$ cat src/rtl/cla_pkg.sv
// Shared constants and helpers for the pipelined lookahead adder/subtractor.
package cla_pkg;

  localparam logic MODE_ADD = 1'b0;
  localparam logic MODE_SUB = 1'b1;

  // A non-positive block size is reported separately by the top-level check.
  function automatic int calc_stages(input int width, input int block);
    return (block < 1) ? 1 : width / block;
  endfunction

endpackage

$ cat src/rtl/cla_block.sv
// One BLOCK-bit carry-lookahead slice.
// Every carry is a flat sum of products of g and p terms, so the carries do not ripple inside the slice.
module cla_block #(
  parameter int BLOCK = 8
) (
  input  logic [BLOCK-1:0] a,
  input  logic [BLOCK-1:0] b,
  input  logic             ci,
  output logic [BLOCK-1:0] s,
  output logic             co,
  output logic             c_msb
);

  logic [BLOCK-1:0] w_p;
  logic [BLOCK-1:0] w_g;
  logic [BLOCK:0]   w_c;

  assign w_p = a ^ b;
  assign w_g = a & b;

  // c[i] = g[i-1] | p[i-1]g[i-2] | ... | p[i-1..0]ci
  always_comb begin : b_lookahead
    logic v_pp;
    logic v_c;
    w_c  = '0;
    v_pp = 1'b1;
    v_c  = 1'b0;
    for (int i = 0; i <= BLOCK; i++) begin
      v_pp = 1'b1;
      v_c  = 1'b0;
      for (int j = i - 1; j >= 0; j--) begin
        v_c  = v_c | (v_pp & w_g[j]);
        v_pp = v_pp & w_p[j];
      end
      w_c[i] = v_c | (v_pp & ci);
    end
  end

  assign s     = w_p ^ w_c[BLOCK-1:0];
  assign co    = w_c[BLOCK];
  assign c_msb = w_c[BLOCK-1];

endmodule

$ cat src/rtl/cla_addsub_pipe.sv
// Pipelined carry-lookahead adder/subtractor. It resolves one BLOCK-bit slice per stage and
// uses a valid/ready handshake; a single global stall holds every stage.
module cla_addsub_pipe
  import cla_pkg::*;
#(
  parameter int WIDTH = 32,
  parameter int BLOCK = 8
) (
  input  logic             clk,
  input  logic             rst,
  input  logic             in_valid,
  output logic             in_ready,
  input  logic [WIDTH-1:0] a,
  input  logic [WIDTH-1:0] b,
  input  logic             cin,
  input  logic             sub,
  output logic             out_valid,
  input  logic             out_ready,
  output logic [WIDTH-1:0] sum,
  output logic             cout,
  output logic             ovf,
  output logic             zero
);

  localparam int BLK_SAFE = (BLOCK < 1) ? 1 : BLOCK;
  localparam int STAGES   = calc_stages(WIDTH, BLOCK);

  generate
    if (BLOCK < 1 || (WIDTH % BLK_SAFE) != 0) begin : g_param_err
      $error("cla_addsub_pipe: WIDTH must be a positive multiple of BLOCK");
    end
  endgenerate

  logic             w_adv;

  logic [WIDTH-1:0] w_a_in   [STAGES];
  logic [WIDTH-1:0] w_b_in   [STAGES];
  logic [WIDTH-1:0] w_s_in   [STAGES];
  logic [WIDTH-1:0] w_s_nxt  [STAGES];
  logic [BLOCK-1:0] w_blk_s  [STAGES];
  logic             w_c_in   [STAGES];
  logic             w_v_in   [STAGES];
  logic             w_sub_in [STAGES];
  logic             w_co     [STAGES];
  logic             w_cmsb   [STAGES];

  logic [WIDTH-1:0] r_a   [STAGES];
  logic [WIDTH-1:0] r_b   [STAGES];
  logic [WIDTH-1:0] r_s   [STAGES];
  logic             r_c   [STAGES];
  logic             r_vld [STAGES];
  logic             r_sub [STAGES];
  logic             r_ovf;
  logic             r_zero;

  assign w_adv    = ~r_vld[STAGES-1] | out_ready;
  assign in_ready = w_adv;

  generate
    for (genvar k = 0; k < STAGES; k++) begin : g_stage
      if (k == 0) begin : g_first
        // The B operand is inverted once here and then travels down the pipe already inverted.
        assign w_a_in[k]   = a;
        assign w_b_in[k]   = b ^ {WIDTH{sub}};
        assign w_c_in[k]   = (sub == MODE_SUB) ? 1'b1 : cin;
        assign w_v_in[k]   = in_valid;
        assign w_sub_in[k] = sub;
        assign w_s_in[k]   = '0;
      end else begin : g_next
        assign w_a_in[k]   = r_a[k-1];
        assign w_b_in[k]   = r_b[k-1];
        assign w_c_in[k]   = r_c[k-1];
        assign w_v_in[k]   = r_vld[k-1];
        assign w_sub_in[k] = r_sub[k-1];
        assign w_s_in[k]   = r_s[k-1];
      end

      cla_block #(
        .BLOCK(BLOCK)
      ) u_blk (
        .a    (w_a_in[k][k*BLOCK +: BLOCK]),
        .b    (w_b_in[k][k*BLOCK +: BLOCK]),
        .ci   (w_c_in[k]),
        .s    (w_blk_s[k]),
        .co   (w_co[k]),
        .c_msb(w_cmsb[k])
      );

      // The bits above slice k are still zero at this point, so an OR places the new slice.
      assign w_s_nxt[k] = w_s_in[k] | (WIDTH'(w_blk_s[k]) << (k * BLOCK));
    end
  endgenerate

  always_ff @(posedge clk) begin
    if (rst) begin
      for (int k = 0; k < STAGES; k++) begin
        r_a[k]   <= '0;
        r_b[k]   <= '0;
        r_s[k]   <= '0;
        r_c[k]   <= 1'b0;
        r_vld[k] <= 1'b0;
        r_sub[k] <= MODE_ADD;
      end
      r_ovf  <= 1'b0;
      r_zero <= 1'b0;
    end else if (w_adv) begin
      for (int k = 0; k < STAGES; k++) begin
        r_a[k]   <= w_a_in[k];
        r_b[k]   <= w_b_in[k];
        r_s[k]   <= w_s_nxt[k];
        r_c[k]   <= w_co[k];
        r_vld[k] <= w_v_in[k];
        r_sub[k] <= w_sub_in[k];
      end
      r_ovf  <= w_cmsb[STAGES-1] ^ w_co[STAGES-1];
      r_zero <= ~|w_s_nxt[STAGES-1];
    end
  end

  assign out_valid = r_vld[STAGES-1];
  assign sum       = r_s[STAGES-1];
  assign cout      = r_c[STAGES-1];
  assign ovf       = r_ovf;
  assign zero      = r_zero;

endmodule
$ cat config.mk
export PLATFORM = sky130hd
export DESIGN_NAME = cla_addsub_pipe
export DESIGN_NICKNAME = d
export VERILOG_FILES = /design/src/rtl/cla_pkg.sv /design/src/rtl/cla_block.sv /design/src/rtl/cla_addsub_pipe.sv
export SDC_FILE = /design/constraint.sdc
export NUM_CORES = 1
export LEC_CHECK = 0
export ABC_AREA = 1
export ABC_CLOCK_PERIOD_IN_PS = 5500
export CAP_MARGIN = 5
export CORE_ASPECT_RATIO = 1.1
export CORE_MARGIN = 3
export CORE_UTILIZATION = 30
export DETAILED_ROUTE_END_ITERATION = 8
export GPL_TIMING_DRIVEN = 1
export PLACE_DENSITY = 0.48
export SLEW_MARGIN = 10
export SYNTH_ARGS = -nofsm -noshare
export SYNTH_HDL_FRONTEND = slang
export SYNTH_SLANG_ARGS = --single-unit
$ cat constraint.sdc
create_clock -name clk -period 5.5 [get_ports clk]
set_input_delay 1.1 -clock clk [delete_from_list [all_inputs] [get_ports clk]]
set_output_delay 1.1 -clock clk [all_outputs]
set_load 0.005 [all_outputs]
# Word level (Yosys, flattened, before mapping)
# Memories as Yosys holds them, arrays and structs flattened.
# Index checks and enable logic that the tools add are counted.
# totals
out_inout_bits	37
word_cells	474
inputBits	70
memories	5
ramBits	392
register_bits	2
# op_classes
bitwise	439
muxes	26
n_reduce_logical	2
# mem_list
memory	depth	word_bits	read_ports	rd_ports_with_merged_regs	write_ports	line	text
r_a	4	32	3	0	4	cla_addsub_pipe.sv:47	logic [WIDTH-1:0] r_a [STAGES];
r_b	4	32	3	0	4	cla_addsub_pipe.sv:48	logic [WIDTH-1:0] r_b [STAGES];
r_s	4	32	4	0	4	cla_addsub_pipe.sv:49	logic [WIDTH-1:0] r_s [STAGES];
r_c	4	1	4	0	4	cla_addsub_pipe.sv:50	logic r_c [STAGES];
r_vld	4	1	4	0	4	cla_addsub_pipe.sv:51	logic r_vld [STAGES];
# op_table
cell	count
$mux W32	12
$and A1 B1 Y1	256
$or A1 B1 Y1	165
$xor A8 B8 Y8	8
$and A8 B8 Y8	4
$or A32 B16 Y32	1
$or A32 B24 Y32	1
$or A32 B32 Y32	1
$reduce_or A32 Y1	1
$xor A32 B32 Y32	1
$mux W1	14
$logic_not A1 Y1	1
$not A1 Y1	1
$xor A1 B1 Y1	1

# Logic depth before layout (Yosys ltp)
# An unclocked memory read counts as a cell.
# logic_depth
depth_word	14
ltp_mapped	13
mapped_depth_nobuf	11

# Cells and area by module
# A second synthesis with hierarchy kept.
# hier_totals
cells_unflattened	926
area_unflattened_um2	9385.3
# modules_own_cells
module	seq_area_each_um2	instances	area_per_inst_um2	cells_each
cla_addsub_pipe	5565.3	1	7583.5	626
cla_block	0.0	4	450.4	75

# Least setup slack after synthesis
# OpenSTA, ideal clock, no wires.
# synth_path
path_kind	in2reg
startpoint	input port out_ready
endpoint	memory r_a[0][10], enable pin
setup_ns	1.479
n_path_buf	0
slack_ns	-0.319
cell_stages	2
arrival_ns	4.340
t_required_ns	4.021
cell_sequence	nor2_1 > nand2_1
# synth_lines
item	line	text
start: declaration	cla_addsub_pipe.sv:18	input logic out_ready,
end: declaration	cla_addsub_pipe.sv:47	

# Final worst setup path
# layout_path
startpoint	input port out_ready
endpoint	output port in_ready
# layout_via
elab_chain_cells	1
# layout_lines
item	line	text
$or A1 B1 Y1	cla_addsub_pipe.sv:56	assign w_adv = ~r_vld[STAGES-1] | out_ready;
end: declaration	cla_addsub_pipe.sv:12	output logic in_ready,
# Every way passes these cells.

==> impl_summary.md <==
Routing
The detailed-route wire length per cell is between 10 and 15 microns. The sum of routed wire length over all layers is ~18,000 microns. For this run, the detailed router's first-pass iteration total came to 4. The number of antenna-violating nets in the routed design is 0.

The detailed-route DRC error count is 0. The routed via count is 6,022. The via count normalized by instance count is between 4 and 5. The iteration-0 DRC count of the detailed router is about 350.

Floorplanning
In this run the core area contains 66 standard-cell rows. The number of top-level pins is ~110. The area of the core is around 30,000 sq um. The initial core utilization is a little under a third.

The die is between 150 and 200 microns tall. The full die area is roughly 33,000 sq um. The die width is between 150 and 200 microns.

Critical path
STA puts the critical path data required time at roughly 4.4 ns. The worst register-to-register path ends at r_a[0][16]$_SDFFCE_PN0P_. STA classifies the critical path endpoint as a primary output.

In this run the worst path has a maximum fanout of 5. Data arrives at the worst endpoint at between 2 and 2.5 ns. Setup slack on the worst reg-to-reg path comes out at between 3 and 4 ns. The worst register-to-register path begins at r_vld[3]$_DFFE_PP_. The worst register-to-register path has a depth of 7. The kind of critical path is input port to primary output. The critical path launch point type is an input port.

Synthesis
In this run the mean area of a mapped cell was ~10 sq um. The mapped netlist covers slightly above 9000 sq um. The total number of yosys warnings is 0. When the netlist entered floorplanning its net count stood at around 1.0k. The flip-flop and latch count after synthesis is between 150 and 200. The sequential element share of the synthesized area is between 60 and 70%. The number of distinct standard cells referenced by the synthesized netlist is 34. The gate count of the mapped netlist is 916.

Clock network
The H-tree generated during clock tree synthesis spans 4 levels. For the worst-skew pair, the clock arrives at the later sink with an insertion delay of around 0.43 ns. The post-CTS resize count is 0. Clock tree synthesis selected as its root buffer the cell sky130_fd_sc_hd__clkbuf_16.

The CTS tree is built. The clock sink count is around 190. Once the clock tree was built, the setup fixing pass inserted 0 buffers.

After clock tree synthesis, the clock-pin slew on the worst setup and hold paths is 0.07 ns. The number of buffers created by CTS is 17. The number of hold buffers added after CTS was 0. The clock tree buffer depth is 2.

Placed design
After detailed placement, the total cell area comes to 10,700 sq um. The cell count after placement is about 1.4k. The HPWL after detailed placement is between 10,000 and 15,000 microns. In this run the tool buffered the top-level ports with 106 buffer cells. At the end of routability-driven placement, the weighted congestion stood at 0.776.

Timing
The number of failing hold endpoints at the final stage came to 0. The final period demand of the worst path is approximately 3.6 ns. For the pin with the worst max-slew slack, the measured transition is a little under 0.9 ns.

In the final timing run, aggregate negative setup slack is 0 ns. Setup repair after global routing left no endpoint under its margin. The final-report max-slew violation count is 0. Dividing the final minimum period by the clock period gives between 60% and 70%. Setup violations remaining at the end of the flow were counted as 0. The headroom to the max-slew limit is about 41%. The fmax is 279 MHz. The final clock skew is approximately 0.012 ns.

Layout
The area of all sequential standard cells is 5570 sq um. After the flow finishes, the layout carries non-filler instances totaling roughly 1.4k. The repair_antennas step left the layout with diodes totalling 0. The post-route netlist has under 10% of its cells at a drive strength greater than 1. The layout filler cell count is 3,022. The multi-input combinational cells in the finished layout cover a total of 2790 sq um. The area added between synthesis and finish is 22.1%. After routing the design area is about 11,000 sq um. The number of nets in the layout is 1,121.

Status
The flow ran to the end, and the final reports show no timing, DRC or antenna violations.

Global routing
The total overflow left after global routing is 0. The via count of the first global-routing pass came to approximately 6.0k. The global-route wire length before repair is roughly 29,000 microns.

Entering global routing, the biggest net connects 114 pins. The number of antenna violations at the first check in global routing is 0. In the global route stage, overall resource usage came out at 11.1%.

Worst hold path
The worst hold path was traced through 2 stages. The worst hold path begins at ovf$_SDFFE_PP0N_. The end point of the worst hold path is ovf$_SDFFE_PP0N_. The worst hold path belongs to the class flip-flop to flip-flop.

Power and ir drop
The static leakage power is ~4.7 nW. The peak ir drop on the vdd network is between 0.00015 and 0.0002 V. The power density of the placed cells is between 200 and 300 nW/um^2.

Flow run
Max-cap violations in this run came to 0.
## worst max path at each step
stage	from	to	slack (ns)	depth (start not counted)
after floorplan	out_ready	r_a[0][10]$_SDFFCE_PN0P_	1.52	2
after global placement	out_ready	r_c[0]$_SDFFCE_PN0P_	1.87	7
after detailed placement	out_ready	r_a[0][16]$_SDFFCE_PN0P_	1.83	7
after CTS	out_ready	in_ready	1.91	4
after global routing	out_ready	in_ready	1.82	4
final	out_ready	in_ready	1.92	4
## per-stage QoR
stage	utilization, %	worst slack (ns)	power (mW)	hold slack, ns
floorplan	-	1.52	2.02	0.464
finish	37.6	1.92	3.32	0.482
global route	37.6	1.82	3.49	0.503
detailed placement	35.7	1.83	2.19	0.474
CTS	37.6	1.91	3.36	0.486
global placement	35.7	1.87	2.19	0.477
## power breakdown
group | leakage (nW) | switching, mW | total [mW] | internal (mW)
sequential | 2.20 | 0.0404 | 1.72 | 1.68
combinational | 2.27 | 0.239 | 0.429 | 0.190
clock | 0.271 | 0.569 | 1.17 | 0.597
## synthesized netlist by cell type
cell type                   instances  share of area, %
sky130_fd_sc_hd__nor2_1           215               8.8
sky130_fd_sc_hd__edfxtp_1         184                60
sky130_fd_sc_hd__inv_1            178               7.3
sky130_fd_sc_hd__nand2_1           72               2.9
sky130_fd_sc_hd__nand3_1           61               3.3
sky130_fd_sc_hd__ha_1              33               4.5
sky130_fd_sc_hd__a21oi_1           31               1.7
sky130_fd_sc_hd__buf_2             27               1.5
sky130_fd_sc_hd__xnor2_1           25               2.4
sky130_fd_sc_hd__nand4_1           22               1.5
sky130_fd_sc_hd__xor2_1            13               1.2
sky130_fd_sc_hd__o21ai_0            7              0.38
sky130_fd_sc_hd__nor3_1             6              0.33
sky130_fd_sc_hd__inv_2              5              0.20
sky130_fd_sc_hd__buf_4              4              0.33
sky130_fd_sc_hd__fa_1               4              0.87
sky130_fd_sc_hd__a31oi_1            3              0.20
sky130_fd_sc_hd__clkbuf_1           3              0.12
sky130_fd_sc_hd__nor3_2             3              0.33
sky130_fd_sc_hd__o21ai_1            3              0.16
sky130_fd_sc_hd__dfxtp_1            2              0.44
sky130_fd_sc_hd__o211ai_1           2              0.16
sky130_fd_sc_hd__o21bai_1           2              0.16
sky130_fd_sc_hd__a221oi_1           1             0.095
sky130_fd_sc_hd__and3_1             1             0.068
sky130_fd_sc_hd__nand2_2            1             0.068
sky130_fd_sc_hd__nand3_2            1              0.11
sky130_fd_sc_hd__nand3b_4           1              0.22
sky130_fd_sc_hd__nor2_2             1             0.068
sky130_fd_sc_hd__nor2_4             1              0.12
sky130_fd_sc_hd__nor4_4             1              0.23
sky130_fd_sc_hd__o2111ai_1          1             0.095
sky130_fd_sc_hd__o21a_1             1             0.082
sky130_fd_sc_hd__or2_2              1             0.068
## logic make-up (layout without fill, tap and decap cells)
logic type      count (synthesis)  after routing  share of synthesized area [%]
flops                         186            186                           60.5
xor+xnor                       38             38                           3.62
simple gates                  387            387                           18.1
compound gates                 51             51                           3.03
buf+inv                       217            328                           9.38
fa+ha+maj                      37             37                           5.36
## sequential cells by signal, indices dropped and copies added, names as in the netlist
name / count
ovf: 1
r_a: 48
r_b: 48
r_c: 4
r_s: 80
r_vld: 4
zero: 1
## per-layer routing
metal | global-route usage [%] | vias to the layer above | share of wire [%]
li1 | - | 3148 | -
met1 | 13.9 | 2755 | 47
met2 | 19.0 | 103 | 48
met3 | 2.06 | 16 | 3.9
met4 | 4.15 | 0 | 1.6
met5 | 0 | - | 0
## layout by cell type, fill, tap and decap left out, types with 2 or more instances in the layout
cell type	instances
sky130_fd_sc_hd__nor2_1	214
sky130_fd_sc_hd__edfxtp_1	184
sky130_fd_sc_hd__inv_1	178
sky130_fd_sc_hd__clkdlybuf4s50_1	105
sky130_fd_sc_hd__nand2_1	71
sky130_fd_sc_hd__nand3_1	61
sky130_fd_sc_hd__ha_1	33
sky130_fd_sc_hd__a21oi_1	31
sky130_fd_sc_hd__xnor2_1	25
sky130_fd_sc_hd__nand4_1	22
sky130_fd_sc_hd__clkbuf_16	17
sky130_fd_sc_hd__xor2_1	13
sky130_fd_sc_hd__o21ai_0	7
sky130_fd_sc_hd__nor3_1	6
sky130_fd_sc_hd__buf_4	6
sky130_fd_sc_hd__inv_6	5
sky130_fd_sc_hd__inv_2	4
sky130_fd_sc_hd__fa_1	4
sky130_fd_sc_hd__clkinv_4	4
sky130_fd_sc_hd__o21ai_1	3
sky130_fd_sc_hd__nor3_2	3
sky130_fd_sc_hd__a31oi_1	3
sky130_fd_sc_hd__inv_8	3
sky130_fd_sc_hd__nor2_2	2
sky130_fd_sc_hd__o21bai_1	2
sky130_fd_sc_hd__o211ai_1	2
sky130_fd_sc_hd__clkinvlp_4	2
sky130_fd_sc_hd__dfxtp_1	2
## critical path, stage by stage
cell and delay [ns]:
sky130_fd_sc_hd__clkdlybuf4s50_1 0.40, sky130_fd_sc_hd__nor2_1 0.45, sky130_fd_sc_hd__inv_1 0.08, sky130_fd_sc_hd__clkdlybuf4s50_1 0.46
## layout make-up
type                    instances  share of cell area [%]
flip-flops and latches        186                    49.5
multi-input cells             513                    24.8
repair buffers                113                    9.98
inverters                     183                    6.14
well taps                     408                    4.54
clock buffers                  17                    3.79
clock inverters                15                    1.18
No activity file was read; power rests on OpenSTA's default activity.
